--- config.mk ---
export PLATFORM = sky130hd
export DESIGN_NAME = barrelshifter_pipe
export DESIGN_NICKNAME = d
export VERILOG_FILES = /design/src/rtl/barrelshifter_pkg.sv /design/src/rtl/barrelshifter_stage.sv /design/src/rtl/barrelshifter_pipe.sv
export SDC_FILE = /design/constraint.sdc
export NUM_CORES = 1
export LEC_CHECK = 0
export ABC_CLOCK_PERIOD_IN_PS = 1850
export CORE_MARGIN = 5
export CORE_UTILIZATION = 40
export CTS_CLUSTER_DIAMETER = 200
export DETAILED_ROUTE_END_ITERATION = 12
export PLACE_DENSITY = 0.66
export RECOVER_POWER = 100
export SYNTH_ARGS = -nofsm -noshare
export SYNTH_HDL_FRONTEND = slang
export SYNTH_SLANG_ARGS = --single-unit
--- constraint.sdc ---
create_clock -name clock -period 1.85 [get_ports clock]
set_clock_uncertainty 0.05 [all_clocks]
set_input_delay 0.37 -clock clock [delete_from_list [all_inputs] [get_ports clock]]
set_output_delay 0.37 -clock clock [all_outputs]
set_load 0.005 [all_outputs]
--- src/rtl/barrelshifter_pkg.sv ---
// Shared mode encodings and per-stage control payload for the pipelined barrel shifter.
// Optional carry tracking is enabled by defining BARRELSHIFTER_CARRY_OUT_EN.
package barrelshifter_pkg;

  localparam logic [1:0] MODE_LOGIC = 2'b00;
  localparam logic [1:0] MODE_ARITH = 2'b01;
  localparam logic [1:0] MODE_ROT   = 2'b10;

  // Control fields that travel with each beat; data and sa widths follow the top parameter.
  typedef struct packed {
    logic       left;
    logic [1:0] mode;
`ifdef BARRELSHIFTER_CARRY_OUT_EN
    logic       carry;
`endif
  } stage_ctl_t;

endpackage

--- src/rtl/barrelshifter_stage.sv ---
// One pipeline stage: conditional shift by SHIFT, payload register and valid/advance control.
// Carry capture is present only when BARRELSHIFTER_CARRY_OUT_EN is defined.
module barrelshifter_stage
  import barrelshifter_pkg::*;
#(
  parameter int unsigned WIDTH = 16,
  parameter int unsigned SA_W  = 4,
  parameter int unsigned SHIFT = 1
) (
  input  logic             clock,
  input  logic             reset_n,
  input  logic             in_valid,
  input  logic [WIDTH-1:0] in_data,
  input  logic [SA_W-1:0]  in_sa,
  input  stage_ctl_t       in_ctl,
  input  logic             next_adv,
  output logic             adv_c,
  output logic             out_valid,
  output logic [WIDTH-1:0] out_data,
  output logic [SA_W-1:0]  out_sa,
  output stage_ctl_t       out_ctl
);

  localparam int unsigned SA_BIT = $clog2(SHIFT);

  logic             valid_q, valid_d;
  logic [WIDTH-1:0] data_q, data_d;
  logic [SA_W-1:0]  sa_q, sa_d;
  stage_ctl_t       ctl_q, ctl_d;
  logic [WIDTH-1:0] shifted;

  assign adv_c = !valid_q || next_adv;

  // Shift mux; arithmetic right stays correct stage by stage since the MSB is preserved.
  always_comb begin
    shifted = in_data;
    if (in_sa[SA_BIT]) begin
      if (in_ctl.mode == MODE_ROT) begin
        shifted = in_ctl.left ? {in_data[WIDTH-SHIFT-1:0], in_data[WIDTH-1 -: SHIFT]}
                              : {in_data[SHIFT-1:0], in_data[WIDTH-1:SHIFT]};
      end else if (in_ctl.left) begin
        shifted = in_data << SHIFT;
      end else if (in_ctl.mode == MODE_ARITH) begin
        shifted = WIDTH'($signed(in_data) >>> SHIFT);
      end else begin
        shifted = in_data >> SHIFT;
      end
    end
  end

  always_comb begin
    valid_d = valid_q;
    data_d  = data_q;
    sa_d    = sa_q;
    ctl_d   = ctl_q;
    if (adv_c) begin
      valid_d = in_valid;
      if (in_valid) begin
        data_d = shifted;
        sa_d   = in_sa;
        ctl_d  = in_ctl;
`ifdef BARRELSHIFTER_CARRY_OUT_EN
        // The last shifting stage sees the final bit to leave; rotate lands it at the wrap end.
        if (in_sa[SA_BIT]) begin
          ctl_d.carry = in_ctl.left ? in_data[WIDTH-SHIFT] : in_data[SHIFT-1];
        end
`endif
      end
    end
  end

  always_ff @(posedge clock or negedge reset_n) begin
    if (!reset_n) begin
      valid_q <= 1'b0;
      data_q  <= '0;
      sa_q    <= '0;
      ctl_q   <= '0;
    end else begin
      valid_q <= valid_d;
      data_q  <= data_d;
      sa_q    <= sa_d;
      ctl_q   <= ctl_d;
    end
  end

  assign out_valid = valid_q;
  assign out_data  = data_q;
  assign out_sa    = sa_q;
  assign out_ctl   = ctl_q;

endmodule

--- src/rtl/barrelshifter_pipe.sv ---
// Pipelined barrel shifter, one registered stage per shift-amount bit, valid/ready on both ends.
// Define BARRELSHIFTER_CARRY_OUT_EN to add the carry_out port.
module barrelshifter_pipe
  import barrelshifter_pkg::*;
#(
  parameter  int unsigned WIDTH = 16,
  localparam int unsigned SA_W  = $clog2(WIDTH)
) (
  input  logic             clock,
  input  logic             reset_n,
  input  logic             in_valid,
  output logic             in_ready,
  input  logic [WIDTH-1:0] in_data,
  input  logic [SA_W-1:0]  in_sa,
  input  logic             in_left,
  input  logic [1:0]       in_mode,
  output logic             out_valid,
  input  logic             out_ready,
  output logic [WIDTH-1:0] out_data
`ifdef BARRELSHIFTER_CARRY_OUT_EN
  ,
  output logic             carry_out
`endif
);

  logic             valid_p [SA_W+1];
  logic [WIDTH-1:0] data_p  [SA_W+1];
  logic [SA_W-1:0]  sa_p    [SA_W+1];
  stage_ctl_t       ctl_p   [SA_W+1];
  logic             adv_p   [SA_W+1];
  stage_ctl_t       in_ctl;

  // Reserved mode collapses to logical at entry so stages only see three encodings.
  always_comb begin
    in_ctl      = '0;
    in_ctl.left = in_left;
    in_ctl.mode = (in_mode == MODE_ARITH || in_mode == MODE_ROT) ? in_mode : MODE_LOGIC;
  end

  assign valid_p[0]  = in_valid;
  assign data_p[0]   = in_data;
  assign sa_p[0]     = in_sa;
  assign ctl_p[0]    = in_ctl;
  assign adv_p[SA_W] = out_ready;

  for (genvar k = 0; k < SA_W; k++) begin : g_stage
    barrelshifter_stage #(
      .WIDTH (WIDTH),
      .SA_W  (SA_W),
      .SHIFT (1 << k)
    ) u_stage (
      .clock     (clock),
      .reset_n   (reset_n),
      .in_valid  (valid_p[k]),
      .in_data   (data_p[k]),
      .in_sa     (sa_p[k]),
      .in_ctl    (ctl_p[k]),
      .next_adv  (adv_p[k+1]),
      .adv_c     (adv_p[k]),
      .out_valid (valid_p[k+1]),
      .out_data  (data_p[k+1]),
      .out_sa    (sa_p[k+1]),
      .out_ctl   (ctl_p[k+1])
    );
  end

  assign in_ready  = adv_p[0];
  assign out_valid = valid_p[SA_W];
  assign out_data  = data_p[SA_W];
`ifdef BARRELSHIFTER_CARRY_OUT_EN
  assign carry_out = ctl_p[SA_W].carry;
`endif

endmodule

# ---- Yosys cells after proc, flatten, opt, wreduce, memory -nomap -nowiden
# Cells that the tools add are included.
dict set report word_totals {
  regBits 89
  latchBits 0
  ramBits 0
  mem_bits_ro 0
  in_bits 27
  output_inout_bits 18
  elab_cells 60
  mem_count 0
}
dict set report op_classes {
  add_sub_neg 0
  mul 0
  n_div 0
  n_lt_le_gt_ge 0
  eq_ne 10
  n_shift 0
  n_mux 20
  bitwise 0
  n_reduce_logical 13
}
# op count
set op_table {}
lappend op_table {{16-bit two-way mux} 19}
lappend op_table {{2-bit by 1-bit == test with 1-bit output, second input constant} 5}
lappend op_table {{2-bit == test, second input constant} 5}
lappend op_table {{2-bit AND reduction} 4}
lappend op_table {{1-bit logical OR} 5}
lappend op_table {{1-bit zero test} 4}
lappend op_table {{2-bit two-way mux} 1}

# ---- Longest topological paths before layout
dict set report logic_depth {
  depth_word 8
  ltp_mapped 7
  depth_no_buf 4
}

# ---- Cells and area by module
# Synthesis repeated with hierarchy kept, for this count alone.
dict set report unflattened {
  hier_cells 450
  hier_area_um2 5128.7
}
# mod n_inst cells_each area_per_inst_um2 seq_area_each_um2
set by_module_without_submodules {}
lappend by_module_without_submodules {{barrelshifter_stage at g_stage[0].u_stage} 1 109 1360.1 600.6}
lappend by_module_without_submodules {{barrelshifter_stage at g_stage[2].u_stage} 1 114 1327.5 600.6}
lappend by_module_without_submodules {{barrelshifter_stage at g_stage[1].u_stage} 1 109 1315.0 600.6}
lappend by_module_without_submodules {{barrelshifter_stage at g_stage[3].u_stage} 1 116 1111.1 600.6}
lappend by_module_without_submodules {barrelshifter_pipe 1 2 15.0 0.0}

# ---- Worst setup path after synthesis
# No wires, ideal clock.
dict set report synth_path {
  kind {input to register}
  startpoint {in out_ready}
  endpoint {reg g_stage[0].u_stage.sa_q[1]}
  setup_time_ps 128
  arrival_ps 1241
  required_ps 1672
  path_slack_ps 431
  path_stages 4
  path_buffers 1
  cell_sequence {nand4b_2 > o21ai_2 > buf_6 > mux2_1}
}
dict set report synth_between {
  elab_chain_len 5
}
# item line
set synth_rtl {}
lappend synth_rtl {{start: declaration} barrelshifter_pipe.sv:18} ;# input logic out_ready,
lappend synth_rtl {{1-bit logical OR (4 in a row)} barrelshifter_stage.sv:32} ;# assign adv_c = !valid_q || next_adv;
lappend synth_rtl {{2-bit AND reduction (no source line)} --}
lappend synth_rtl {{end signal: assignment} barrelshifter_stage.sv:76} ;# sa_q <= '0;
lappend synth_rtl {{end signal: assignment} barrelshifter_stage.sv:81} ;# sa_q <= sa_d;
lappend synth_rtl {{end: declaration} barrelshifter_stage.sv:28} ;# logic [SA_W-1:0] sa_q, sa_d;
# Every way passes these cells.
# A chain may end at the register's enable or synchronous reset.

# ---- Final worst setup path
dict set report layout_path {
  startpoint {reg g_stage[3].u_stage.valid_q}
  endpoint {out out_valid}
}
# item line
set layout_lines {}
lappend layout_lines {{start: declaration} barrelshifter_stage.sv:26} ;# logic valid_q, valid_d;
lappend layout_lines {{start signal: assignment} barrelshifter_stage.sv:79} ;# valid_q <= valid_d;
lappend layout_lines {{end: declaration} barrelshifter_pipe.sv:17} ;# output logic out_valid,
# No word-level cell between the ends.

==> summary.json <==
{
  "dr_total_vias": 3395,
  "groute.usage.overall": 0.138,
  "floorplan.rows": 38,
  "drt_pass1_iterations": 5,
  "crit_chain": "dlygate4sd3_1",
  "worst_ir_drop_vdd_uv": 735,
  "ys_seq_area_frac": 0.470,
  "run_status": "finished clean",
  "die_h_um": 115,
  "drt-vias-per-instance": 5.17,
  "slowest_stage": "sky130_fd_sc_hd__dlygate4sd3_1",
  "grt_setup_unrepaired": "no",
  "final_core_utilization": 0.475,
  "finalWorstSetupSlack_ns": 0.0987,
  "synth_compound_area_frac": 0.188,
  "synth_async_sr_flop_share": 1.00,
  "power_mw": 6.32,
  "dieArea_um2": 13300,
  "root_buffer": "sky130_fd_sc_hd__clkbuf_8",
  "worstSetupEndpointType": "output pin",
  "port_buffers": 44,
  "design.final.nets": 539,
  "post_synth_xor_area_fraction": 0,
  "timing.slew.headroom": 0.584,
  "distinct_cells_synth": 41,
  "synth.top_cells.by_area": "sky130_fd_sc_hd__dfrtp_1 47%, sky130_fd_sc_hd__o21ai_0 11%, sky130_fd_sc_hd__nand2_1 8.1%",
  "synthAdderAreaFrac": 0,
  "grt_pass1_vias": 3293,
  "max_clock_freq_mhz": 571,
  "mappedNetlistArea_um2": 4420,
  "final_layout_size_suffix_gt1_frac": 0.101,
  "antenna_found_initial": 0,
  "drt-total-wl_um": 8650,
  "design.portCount": 45,
  "timing.critical_path.fanout_max": 4,
  "synthDominantCellAreaShare": 0.470,
  "die-width_um": 115,
  "avgSynthCellArea_um2": 9.23,
  "clock_latency_reported_for_the_late_side_of_the_worst_skew_pair_ns": 0.34,
  "synth_simple_gate_area_frac": 0.156,
  "cts_max_level": 3,
  "most_frequent_cell_after_synthesis": "sky130_fd_sc_hd__o21ai_0",
  "min_path_type": "input pin to async pin",
  "part_of_the_cycle_the_worst_path_needs": 0.947,
  "cp.arrival_ns": 1.33,
  "timing.final.setup_violations": 0,
  "power_per_cell_area_nw_per_um2": 1230,
  "synth.ff_latch_count": 83,
  "timing.setup.critical_path_class": "flip-flop to output pin",
  "remaining_drc_errors": 0,
  "critPathRequiredTime_ns": 1.43,
  "max_cap_viol": 0,
  "netlist_instances": 479,
  "global_route_wire_length_before_repair_um": 15100,
  "initial_standard_cell_utilization_of_the_core": 0.408,
  "syn2layout_area_growth_pct": 16.3,
  "max_slew.worst_pin.slew_ns": 0.624,
  "slowest_delay_ns": 0.58,
  "core_area_um2": 10800,
  "final_instance_area_um2": 5140,
  "synthTopCellsByCount": "100 x sky130_fd_sc_hd__o21ai_0, 96 x sky130_fd_sc_hd__nand2_1, 83 x sky130_fd_sc_hd__dfrtp_1",
  "overflow": 0,
  "yosysTopAreaCell": "sky130_fd_sc_hd__dfrtp_1",
  "mappedNetlistNets": 506,
  "placed_area_um2": 4990,
  "nFillCells": 1084,
  "dp_slack_ns": -0.267,
  "place.detailed.hpwl_um": 6750,
  "synth_top_family_by_area": "compound AO/OA/AOI/OAI gates",
  "cts_max_path_buffers": 2,
  "cts_buffers": 9,
  "antenna_fix_cells": 0,
  "clk_pin_slew_worst_paths_ns": 0.08,
  "timing.final.max_slew_violations": 0,
  "cts_num_sinks": 83,
  "cpLargestDelayFamily": "buffers and inverters",
  "hold_viol_final": 0,
  "place_congestion": 0.774,
  "synth-main-ff-cell": "sky130_fd_sc_hd__dfrtp_1",
  "final_period_minus_worst_setup_slack_ns": 1.75,
  "wire_per_inst_um": 13.2,
  "drt.antenna.violating_nets": 0,
  "timing.critical_path.buf_inv": 1,
  "muxShareOfSynthArea": 0.110,
  "tritoncts": "yes",
  "cellLeakagePower_nw": 2.25,
  "ys.warnings.count": 0,
  "synth-edff-count": 0,
  "critPathLaunchType": "flip-flop",
  "grt_max_degree": 49,
  "drt-initial-drc-count": 133
}
cell families (layout without fill, tap and decap cells):
logic type	Yosys count	count (layout)
AND/OR/NAND/NOR	152	152
AO/OA/AOI/OAI	145	145
flip-flops	83	83
buffers and inverters	52	90
multiplexers	47	47
layer usage:
layer | global-route usage | part of all wire | vias up
met3 | 0.0274 | 0.039 | 6
met2 | 0.245 | 0.51 | 62
met4 | 0.0423 | 0.0088 | 0
met1 | 0.169 | 0.44 | 1600
li1 | - | - | 1727
met5 | 0 | 0 | -
area by class of cell:
type                    instances  area (um^2)  area share
repair buffers                 71          672       0.131
well taps                     140          175      0.0340
clock inverters                 4         47.5     0.00924
clock buffers                  12          165      0.0321
multi-input cells             344         2000       0.388
flip-flops and latches         83         2080       0.404
inverters                       3         11.3     0.00219
cells in the final DEF (no fill, tap or decap), types with 2 or more instances in the layout:
cell type,count
sky130_fd_sc_hd__o21ai_0,101
sky130_fd_sc_hd__nand2_1,97
sky130_fd_sc_hd__dfrtp_1,83
sky130_fd_sc_hd__mux2i_1,34
sky130_fd_sc_hd__clkdlybuf4s50_1,25
sky130_fd_sc_hd__nor2_1,21
sky130_fd_sc_hd__dlygate4sd3_1,18
sky130_fd_sc_hd__clkbuf_8,12
sky130_fd_sc_hd__buf_4,11
sky130_fd_sc_hd__nand2b_1,10
sky130_fd_sc_hd__mux2_2,9
sky130_fd_sc_hd__nor2b_1,9
sky130_fd_sc_hd__a221oi_1,8
sky130_fd_sc_hd__a21oi_1,8
sky130_fd_sc_hd__clkbuf_1,7
sky130_fd_sc_hd__o22ai_1,6
sky130_fd_sc_hd__buf_12,5
sky130_fd_sc_hd__a22o_1,4
sky130_fd_sc_hd__mux2_1,4
sky130_fd_sc_hd__a31oi_1,4
sky130_fd_sc_hd__a21o_1,4
sky130_fd_sc_hd__nand3_1,3
sky130_fd_sc_hd__nand4b_1,3
sky130_fd_sc_hd__a211oi_1,3
sky130_fd_sc_hd__clkbuf_4,3
sky130_fd_sc_hd__nand4bb_1,2
sky130_fd_sc_hd__o31ai_1,2
sky130_fd_sc_hd__nand3b_1,2
sky130_fd_sc_hd__inv_1,2
sky130_fd_sc_hd__a211oi_2,2
sky130_fd_sc_hd__clkinv_2,2
sky130_fd_sc_hd__clkbuf_2,2
registers in the layout, summed over array words and instances, names as in the netlist:
| signal | flops |
|---|---|
| g_stage.u_stage.out_data | 64 |
| g_stage.u_stage.out_sa | 6 |
| g_stage.u_stage.out_valid | 4 |
| g_stage.u_stage.out_ctl | 9 |
path summary, 6_finish.rpt:
kind / to / cells past startpoint / from / slack (ns)
max in group asynchronous: g_stage[1].u_stage.out_data[8] / 3 / reset_n / 0.45
setup reg to reg: g_stage[2].u_stage.out_data[1] / 5 / g_stage[2].u_stage.out_valid / 0.26
min in group clock: g_stage[3].u_stage.out_data[11] / 2 / g_stage[3].u_stage.out_data[11] / 0.42
hold / removal: g_stage[3].u_stage.out_data[3] / 2 / reset_n / 0.37
hold reg to reg: g_stage[3].u_stage.out_data[11] / 2 / g_stage[3].u_stage.out_data[11] / 0.42
setup / recovery: out_valid / 1 / g_stage[3].u_stage.out_valid / 0.1
metrics by stage:
stage               std cells  setup TNS (ns)  hold slack, ns
floorplan                 479               0          0.0244
global placement          640          -0.367           0.211
detailed placement        640          -0.856           0.214
CTS                       657               0           0.376
global route              657               0           0.386
finish                    657               0           0.374
what timing repair did:
action	4_1_cts	5_1_grt
buffers inserted	0	0
hold buffers	1	0
endpoints found under the setup margin	1	1
hold endpoints to repair	17	0
gates resized for setup	2	1
power breakdown:
| group | total, mW | internal, mW | leakage [nW] | switching, mW |
|---|---|---|---|---|
| combinational | 2.06 | 1.05 | 1.14 | 1.01 |
| sequential | 2.93 | 2.41 | 1.00 | 0.524 |
| clock | 1.33 | 0.729 | 0.108 | 0.602 |
| total | 6.32 | 4.19 | 2.25 | 2.13 |
(Power assumes the default switching activity.)
